### config.mk
export PLATFORM = sky130hd
export DESIGN_NAME = sad_accum_rtl
export DESIGN_NICKNAME = d
export VERILOG_FILES = /design/src/rtl/sad_accum_rtl.sv
export SDC_FILE = /design/constraint.sdc
export NUM_CORES = 1
export LEC_CHECK = 0
export CAP_MARGIN = 15
export CORE_MARGIN = 4
export CORE_UTILIZATION = 46
export CTS_CLUSTER_SIZE = 24
export DETAILED_ROUTE_END_ITERATION = 7
export HOLD_SLACK_MARGIN = 0.02
export PLACE_DENSITY = 0.75
export SETUP_SLACK_MARGIN = 0.05
export SYNTH_ARGS = -nofsm -noshare
export SYNTH_HDL_FRONTEND = slang
export SYNTH_SLANG_ARGS = --single-unit
### constraint.sdc
create_clock -name clk -period 2.68 [get_ports clk]
set_clock_uncertainty 0.15 [all_clocks]
set_input_delay 0.268 -clock clk [delete_from_list [all_inputs] [get_ports clk]]
set_output_delay 0.268 -clock clk [all_outputs]
set_load 0.01 [all_outputs]
### src/rtl/sad_accum_rtl.sv
// Streaming sum-of-absolute-differences over fixed-size blocks with valid/ready handshakes.
// Define SAD_ACCUM_MAX_EN to add a max_diff output tracking the largest |in0-in1| per block.
module sad_accum_rtl #(
    parameter int nbits  = 4,
    parameter int nelems = 8,
    localparam int swidth = nbits + $clog2(nelems)
) (
    input  logic              clk,
    input  logic              reset,
    input  logic              in_val,
    output logic              in_rdy,
    input  logic [nbits-1:0]  in0,
    input  logic [nbits-1:0]  in1,
    output logic              out_val,
    input  logic              out_rdy,
    output logic [swidth-1:0] sum
`ifdef SAD_ACCUM_MAX_EN
    ,
    output logic [nbits-1:0]  max_diff
`endif
);

    localparam int cwidth = $clog2(nelems + 1);
    localparam logic [cwidth-1:0] last = cwidth'(nelems - 1);

    typedef enum logic [1:0] {
        IDLE,
        ACCUM,
        DONE
    } state_t;

    state_t             state, state_nx;
    logic [swidth-1:0]  acc, acc_nx;
    logic [cwidth-1:0]  cnt, cnt_nx;
    logic [nbits-1:0]   diff;
    logic               in_xfer;
    logic               out_xfer;

    // Subtract the smaller from the larger so the result never wraps.
    assign diff     = (in0 >= in1) ? (in0 - in1) : (in1 - in0);
    assign in_rdy   = reset && (state != DONE);
    assign out_val  = (state == DONE);
    assign in_xfer  = in_val && in_rdy;
    assign out_xfer = out_val && out_rdy;
    assign sum      = acc;

`ifdef SAD_ACCUM_MAX_EN
    logic [nbits-1:0] mx, mx_nx;
    assign max_diff = mx;
`endif

    always_comb begin
        state_nx = state;
        acc_nx   = acc;
        cnt_nx   = cnt;
`ifdef SAD_ACCUM_MAX_EN
        mx_nx    = mx;
`endif
        unique case (state)
            IDLE, ACCUM: begin
                if (in_xfer) begin
                    acc_nx   = acc + swidth'(diff);
                    cnt_nx   = cnt + cwidth'(1);
                    state_nx = (cnt == last) ? DONE : ACCUM;
`ifdef SAD_ACCUM_MAX_EN
                    if (diff > mx) mx_nx = diff;
`endif
                end
            end
            DONE: begin
                if (out_xfer) begin
                    state_nx = IDLE;
                    acc_nx   = '0;
                    cnt_nx   = '0;
`ifdef SAD_ACCUM_MAX_EN
                    mx_nx    = '0;
`endif
                end
            end
            default: begin
                state_nx = IDLE;
                acc_nx   = '0;
                cnt_nx   = '0;
`ifdef SAD_ACCUM_MAX_EN
                mx_nx    = '0;
`endif
            end
        endcase
    end

    always_ff @(posedge clk) begin
        if (!reset) begin
            state <= IDLE;
            acc   <= '0;
            cnt   <= '0;
`ifdef SAD_ACCUM_MAX_EN
            mx    <= '0;
`endif
        end else begin
            state <= state_nx;
            acc   <= acc_nx;
            cnt   <= cnt_nx;
`ifdef SAD_ACCUM_MAX_EN
            mx    <= mx_nx;
`endif
        end
    end

endmodule

==> results.cfg, run 1 <==
[outcome]
outcome = complete, no violations

[logic_synthesis]
muxShareOfSynthArea_pct = 4.90
synthFlopType = dfxtp_1
synth_area_leader_cell = dfxtp_1
synth.avg_cell_area_um2 = 8.66
synth_compound_area_share_pct = 21.8
yosys.area.top_type_share_pct = 24.2
synth_area_um2 = 1070
synth-edff-count = 0
synthAdderAreaFrac_pct = 20.7
synth_cell_type_count = 36
synth_simple_gate_area_share_pct = 17.5
synth.area.top_cells = dfxtp_1, ha_1, a21oi_1, fa_1, inv_1
synth_seq_cells = 13
synth_nets = 152
synth_cells = 124
ys_seq_area_share_pct = 24.2
synth_top_family_by_area = compound AO/OA/AOI/OAI gates
synth_xor_area_share_pct = 4.08
async_reset_ff_share_pct = 0
yosysWarnings = 0

[route]
vias_per_cell = 5.46
drtIter0Drc = 29
wire_per_inst_um = 15.3
vias = 1065
drt_pass1_iterations = 4
drc = 0
drt_wl_total_um = 2990
ant_nets = 0

[placement]
routabilityCongestion = 0.851
dpl.cell_count = 186
place_ws_ns = -0.619
placed_area_um2 = 1430
dpl.hpwl_um = 2000
io_buffer_count = 20

[critical_path]
crit_path_cell_trace = buf_2 -> inv_2 -> ha_4 -> inv_2 -> fa_2 -> a21oi_4 -> o21bai_4 -> mux2_4 -> o31ai_4 -> ha_4 -> nand3_4 -> a221oi_4 -> a21oi_2 -> a31o_1
critPathKind = primary input to flip-flop
setup.worst_path.end_class = flip-flop
cp_slowest_stage_delay_ns = 0.36
cp_slowest_cell = fa_2
crit_fanout = 4
cp_data_required_time_ns = 2.72
worst_ep_arrival_time_ns = 2.60
cp-start-kind = primary input

[global_route]
antenna_found_initial = 0
grt_usage_pct = 19.3
grt_pass1_wl_um = 4970
overflow = 0
grt_max_degree = 12
grt_pass1_vias = 1095

[floorplanning]
rows = 17
fp.coreArea_um2 = 2210
die_w_um = 56.3
initial_utilization_pct = 48.5
io-pin-count = 21
die_y_um = 56.3
dieArea_um2 = 3170

[timing]
rsz0062_at_grt = no
timing.final.crit_share_pct = 95.6
max_freq_ghz = 0.390
finalWorstSetupSlack_ns = 0.118
tns_ns = 0
tightest_slew_ns = 0.430
finalMaxSlewViolations = 0
setup_viol = 0
min_period_ns = 2.56
hold_viol = 0
slew_headroom_pct = 71.3
fin_hold_ws_ns = 0.371

[cells_and_area]
fillers = 182
area_delta_synth_final_pct = 55.0
n_antenna_cell = 0
stdcell_count = 195
final_area_um2 = 1660
nNetsFinal = 196
drive_gt1_share_pct = 37.7
final_common_cell = buf_4
final_cell_mix = buf_4, dfxtp_1, nor2_1, clkdlybuf4s50_1
final_core_util_pct = 75.2

[clocking]
clock_sinks = 13
insertion_delay_ns = 0.28
clock-root-buffer = clkbuf_4
clk_pin_slew_worst_paths_ns = 0.08
cts_tree = built
cts_max_level = 1
clock_path_buffers = 2
numCtsBuffers = 3

[power_and_ir_drop]
power.density_nw_per_um2 = 403
power_uw = 670
ir_worst_vdd_mv = 0.437
power_leakage_nw = 0.718

[hold_path]
hp-class = flip-flop to flip-flop

[run]
drv_cap = 0
cells by family (layout without fill, tap and decap cells):
kind of cell    after synthesis  after routing
flops                        13             13
compound gates               32             32
fa+ha+maj                    16             16
mux                           5              5
simple gates                 37             37
buf+inv                      16             59
xor+xnor                      5              5
registers in the layout (all words and copies together), names as in the netlist:
register	cells
cnt	4
state	2
sum	7
what timing repair did:
item                       4_1_cts  5_1_grt
setup endpoints to repair        6        5
resized for setup               42       14
pin swaps                       11       11
hold buffers                     0        0
buffers inserted                 4        1
critical path: cells and delay by family:
family          cells  cell delay, ns
compound gates      6            1.00
fa+ha+maj           3            0.71
mux                 1            0.31
buf+inv             3            0.21
simple gates        1            0.09
power breakdown:
group,switching [mW],internal [mW]
Sequential,0.0141,0.204
Clock,0.0677,0.0578
Combinational,0.153,0.173
Total,0.235,0.436
synthesized netlist by cell type, types with 2 or more instances:
cell	n
a211oi_1	2
a21oi_1	12
dfxtp_1	13
fa_1	3
ha_1	13
inv_1	13
mux2_2	2
mux2i_1	3
nand2_1	4
nand3_1	6
nor2_1	13
nor2b_1	3
nor3_1	3
nor3b_1	3
o21ai_0	6
xnor2_1	5
path summary, 6_finish.rpt:
kind	to	cells after the start	from	slack, ns
worst max-delay path	sum[6]	14	in0[0]	0.12
worst min-delay path	cnt[3]	2	cnt[3]	0.37
worst max register to register	sum[6]	6	sum[0]	0.86
worst min register to register	cnt[3]	2	cnt[3]	0.37
per-layer routing:
metal	vias up	global-route usage (%)	share of wire, %
li1	523	-	-
met5	-	0	0
met1	502	21.6	39
met2	29	35.6	55
met3	11	2.76	2.9
met4	0	8.47	3.1
area by class of cell:
cell class,count,area [um2],area share [%]
repair buffers,42,358,21.5
flip-flops and latches,13,260,15.6
well taps,28,35.0,2.11
multi-input cells,95,936,56.2
inverters,13,48.8,2.93
clock buffers,4,26.3,1.58
(Power assumes the default switching activity.)
==> inputs of run 2 (changes only) <==
CORE_UTILIZATION = 51   (was 46)
PLACE_DENSITY = 0.79   (was 0.75)
clock period = 2.7 ns   (was 2.68 ns; I/O delays follow)
==> results.cfg, run 2 (synthesis results as in run 1) <==
[outcome]
outcome = complete, no violations

[timing]
setup_viol = 0
rsz0062_at_grt = no
tightest_slew_ns = 0.433
slew_headroom_pct = 71.1
timing.final.crit_share_pct = 94.1
tns_ns = 0
hold_viol = 0
finalMaxSlewViolations = 0
max_freq_ghz = 0.394
min_period_ns = 2.54

[critical_path]
worst_ep_arrival_time_ns = 2.57
critPathKind = primary input to flip-flop
crit_fanout = 4
setup.worst_path.end_class = flip-flop
cp-start-kind = primary input
cp_data_required_time_ns = 2.72

[cells_and_area]
largest_reg_flops = 7
final_cell_mix = buf_4, nor2_1, dfxtp_1
area_delta_synth_final_pct = 37.6
register_area_um2 = 260
final_common_cell = buf_4
fillers = 150
drive_gt1_share_pct = 26.7
nNetsFinal = 190
n_antenna_cell = 0
multiInputGateArea_um2 = 808

[floorplanning]
die_w_um = 53.9
rows = 16
fp.coreArea_um2 = 1980
io-pin-count = 21
initial_utilization_pct = 54.2
die_y_um = 53.9
dieArea_um2 = 2900

[route]
vias_per_cell = 5.36
ant_nets = 0
drt_pass1_iterations = 4
wire_per_inst_um = 13.0
drtIter0Drc = 6
drc = 0
drt_wl_total_um = 2440
vias = 1008

[global_route]
grt_pass1_vias = 994
grt_usage_pct = 18.5
overflow = 0
antenna_found_initial = 0
grt_pass1_wl_um = 3940
grt_max_degree = 12

[placement]
io_buffer_count = 20
routabilityCongestion = 0.811
dpl.hpwl_um = 1890

[run]
drv_cap = 0

[power_and_ir_drop]
power.density_nw_per_um2 = 386
ir_worst_vdd_mv = 0.337
power_uw = 570
power_leakage_nw = 0.652

[clocking]
clock_sinks = 13
numCtsBuffers = 3
clock_path_buffers = 2
cts_max_level = 1
clk_pin_slew_worst_paths_ns = 0.08
insertion_delay_ns = 0.27
postCtsHoldBufs = 0
post_cts_buffers = 0
clock-root-buffer = clkbuf_4
cts_tree = built

[hold_path]
hp-class = flip-flop to flip-flop
## run 2: repair_timing
item / in CTS / in global routing
setup endpoints to repair: 6 / 3
pin swaps: 11 / 6
gates resized for setup: 28 / 4
## run 2: stage by stage
step	instance area [um2]	setup WS, ns	hold slack, ns	util [%]	instances
global route	1480	0.0697	0.404	74.6	188
floorplan	1090	0.0557	0.267	-	124
global placement	1420	-0.448	0.347	71.5	184
detailed placement	1420	-0.549	0.372	71.5	184
CTS	1490	0.0531	0.385	75.1	188
finish	1480	0.160	0.385	74.6	188
## run 2: critical path: stages
cell and delay, ns:
buf_2 0.11, inv_2 0.05, ha_4 0.12, inv_2 0.04, fa_2 0.35, a21oi_2 0.12
o21bai_1 0.09, mux2_4 0.31, o31ai_2 0.18, ha_1 0.25, nand3_2 0.13, a221oi_4 0.25
a21oi_1 0.10, a31o_1 0.18
## run 2: final timing paths
| check | to | slack, ns | cells after the start | startpoint |
|---|---|---|---|---|
| min reg2reg | sum[3] | 0.39 | 2 | sum[3] |
| max reg2reg | sum[3] | 0.88 | 3 | state[1] |
| max | sum[6] | 0.16 | 14 | in0[0] |
| min | sum[3] | 0.39 | 2 | sum[3] |
## run 2: area by class of cell
cell class | count | share of cell area (%)
tap | 27 | 2.29
sequential | 13 | 17.6
inverter | 13 | 3.30
multi-input combinational | 95 | 54.7
timing repair buffer | 36 | 20.3
clock buffer | 4 | 1.78
## run 2: routing by layer
metal | wire length, um | share of wire [%] | vias to the layer above | track usage (%)
met5 | 0 | 0 | - | 0
met2 | 1350 | 55 | 14 | 37.1
li1 | - | - | 504 | -
met4 | 14 | 0.57 | 0 | 8.51
met1 | 1000 | 41 | 488 | 18.2
met3 | 68 | 2.8 | 2 | 2.49
## run 2: report_power, final
part	total (mW)	switching, mW	internal, mW
clock	0.121	0.0641	0.0573
combinational	0.233	0.111	0.122
sequential	0.215	0.0121	0.203
==> inputs of run 3 (changes only) <==
==> constraint.sdc (replaced) <==
create_clock -name clk -period 2.7 [get_ports clk]
set_clock_uncertainty 0.15 [all_clocks]
set_input_delay 0.405 -clock clk [delete_from_list [all_inputs] [get_ports clk]]
set_output_delay 0.405 -clock clk [all_outputs]
set_load 0.01 [all_outputs]
==> results.cfg, run 3 (synthesis results as in run 1) <==
[floorplanning]
io-pin-count = 21
initial_utilization_pct = 54.2
dieArea_um2 = 2900
die_w_um = 53.9
fp.coreArea_um2 = 1980
die_y_um = 53.9
rows = 16

[global_route]
antenna_found_initial = 0
grt_pass1_wl_um = 4610
grt_usage_pct = 21.9
overflow = 0
grt_max_degree = 12
grt_pass1_vias = 1045

[placement]
routabilityCongestion = 0.861
io_buffer_count = 20
dpl.cell_count = 183
placed_area_um2 = 1440
dpl.hpwl_um = 2000

[timing]
hold_viol = 0
rsz0062_at_grt = yes
tightest_slew_ns = 0.460
max_freq_ghz = 0.380
finalMaxSlewViolations = 0
timing.final.crit_share_pct = 97.6
min_period_ns = 2.63
slew_headroom_pct = 69.3
setup_viol = 0

[cells_and_area]
fillers = 125
final_common_cell = buf_4
drive_gt1_share_pct = 38.2
multiInputGateArea_um2 = 890
n_antenna_cell = 0
final_cell_mix = buf_4, nor2_1, dfxtp_1
final_area_um2 = 1620
area_delta_synth_final_pct = 50.6
nNetsFinal = 194
register_area_um2 = 260
stdcell_count = 192
largest_reg_flops = 7

[route]
drt_wl_total_um = 3060
vias_per_cell = 5.57
drt_pass1_iterations = 4
drtIter0Drc = 14
wire_per_inst_um = 15.9
ant_nets = 0
drc = 0
vias = 1070

[clocking]
insertion_delay_ns = 0.28
clock_path_buffers = 2
clock-root-buffer = clkbuf_4
numCtsBuffers = 3
clock_sinks = 13
clk_pin_slew_worst_paths_ns = 0.09
cts_tree = built
cts_max_level = 1

[outcome]
outcome = complete, no violations

[critical_path]
setup.worst_path.end_class = flip-flop
cp-start-kind = primary input
r2r_start = state[1]
crit_path_cell_trace = buf_12 -> inv_12 -> ha_4 -> inv_2 -> fa_2 -> a21oi_2 -> o21bai_1 -> mux2_4 -> o31ai_4 -> ha_4 -> nand3_4 -> a221oi_4 -> a21oi_2 -> a31o_1
cp_data_required_time_ns = 2.72
critPathKind = primary input to flip-flop
cp_slowest_cell = fa_2
reg2reg_slack_ns = 0.81
ff2ff_path_depth = 3
crit_family = compound AO/OA/AOI/OAI gates
cp_slowest_stage_delay_ns = 0.34
path_buf_inv = 3
r2r_end = sum[3]
critPathLaunch = in0[0]
crit_fanout = 4
worst_ep_arrival_time_ns = 2.66

[power_and_ir_drop]
ir_worst_vdd_mv = 0.363
power_leakage_nw = 0.683
power.density_nw_per_um2 = 404

[hold_path]
hp-start = cnt[3]
worstHoldEndpoint = cnt[3]
min_path_cells = 2
hp-class = flip-flop to flip-flop

[run]
drv_cap = 0
## run 3: tightest hold or removal path: stages, from the launching register on
cell,delay (ns)
dfxtp_1,0.35
xnor2_1,0.07
nor2_1,0.07
## run 3: through the flow
step                total power [mW]  setup WS [ns]  utilization, %  TNS [ns]  hold slack (ns)
finish                         0.653         0.0653            81.6         0            0.374
global route                   0.688        -0.0446            81.6    -0.115            0.398
CTS                            0.594        -0.0307            78.0   -0.0571            0.369
detailed placement             0.449         -0.745            72.5     -4.03            0.343
global placement               0.437         -0.635            72.5     -3.38            0.345
floorplan                      0.355         0.0419               -         0            0.326
## run 3: how the worst max path moves through the flow
| stage | slack, ns | to | cells after the start |
|---|---|---|---|
| global placement | -0.63 | sum[6] | 14 |
| detailed placement | -0.74 | sum[5] | 13 |
| CTS | -0.03 | sum[5] | 14 |
| global route | -0.04 | sum[6] | 14 |
| floorplan | 0.04 | sum[6] | 13 |
| finish | 0.07 | sum[6] | 14 |
## run 3: repair_timing
action | 4_1_cts | 5_1_grt
hold buffers | 0 | 0
gates resized for setup | 40 | 14
endpoints found under the setup margin | 6 | 5
pin swaps | 10 | 9
setup buffers | 1 | 4
## run 3: final cells by class
class	instances	area share, %
multi-input combinational	95	55.0
tap	27	2.09
clock buffer	3	1.39
sequential	13	16.1
clock inverter	1	0.310
inverter	13	3.79
timing repair buffer	40	21.3
## run 3: power by group
| group | switching [mW] | internal [mW] | total, mW |
|---|---|---|---|
| registers | 0.0153 | 0.203 | 0.218 |
| logic | 0.150 | 0.161 | 0.310 |
| clock network | 0.0698 | 0.0550 | 0.125 |
## run 3: metal layers
layer	vias to the layer above	GRT usage (%)	share of wire [%]
met5	-	0	0
met4	0	8.09	3.6
met3	12	4.71	3.8
met2	32	39.5	54
met1	504	24.8	38
li1	522	-	-
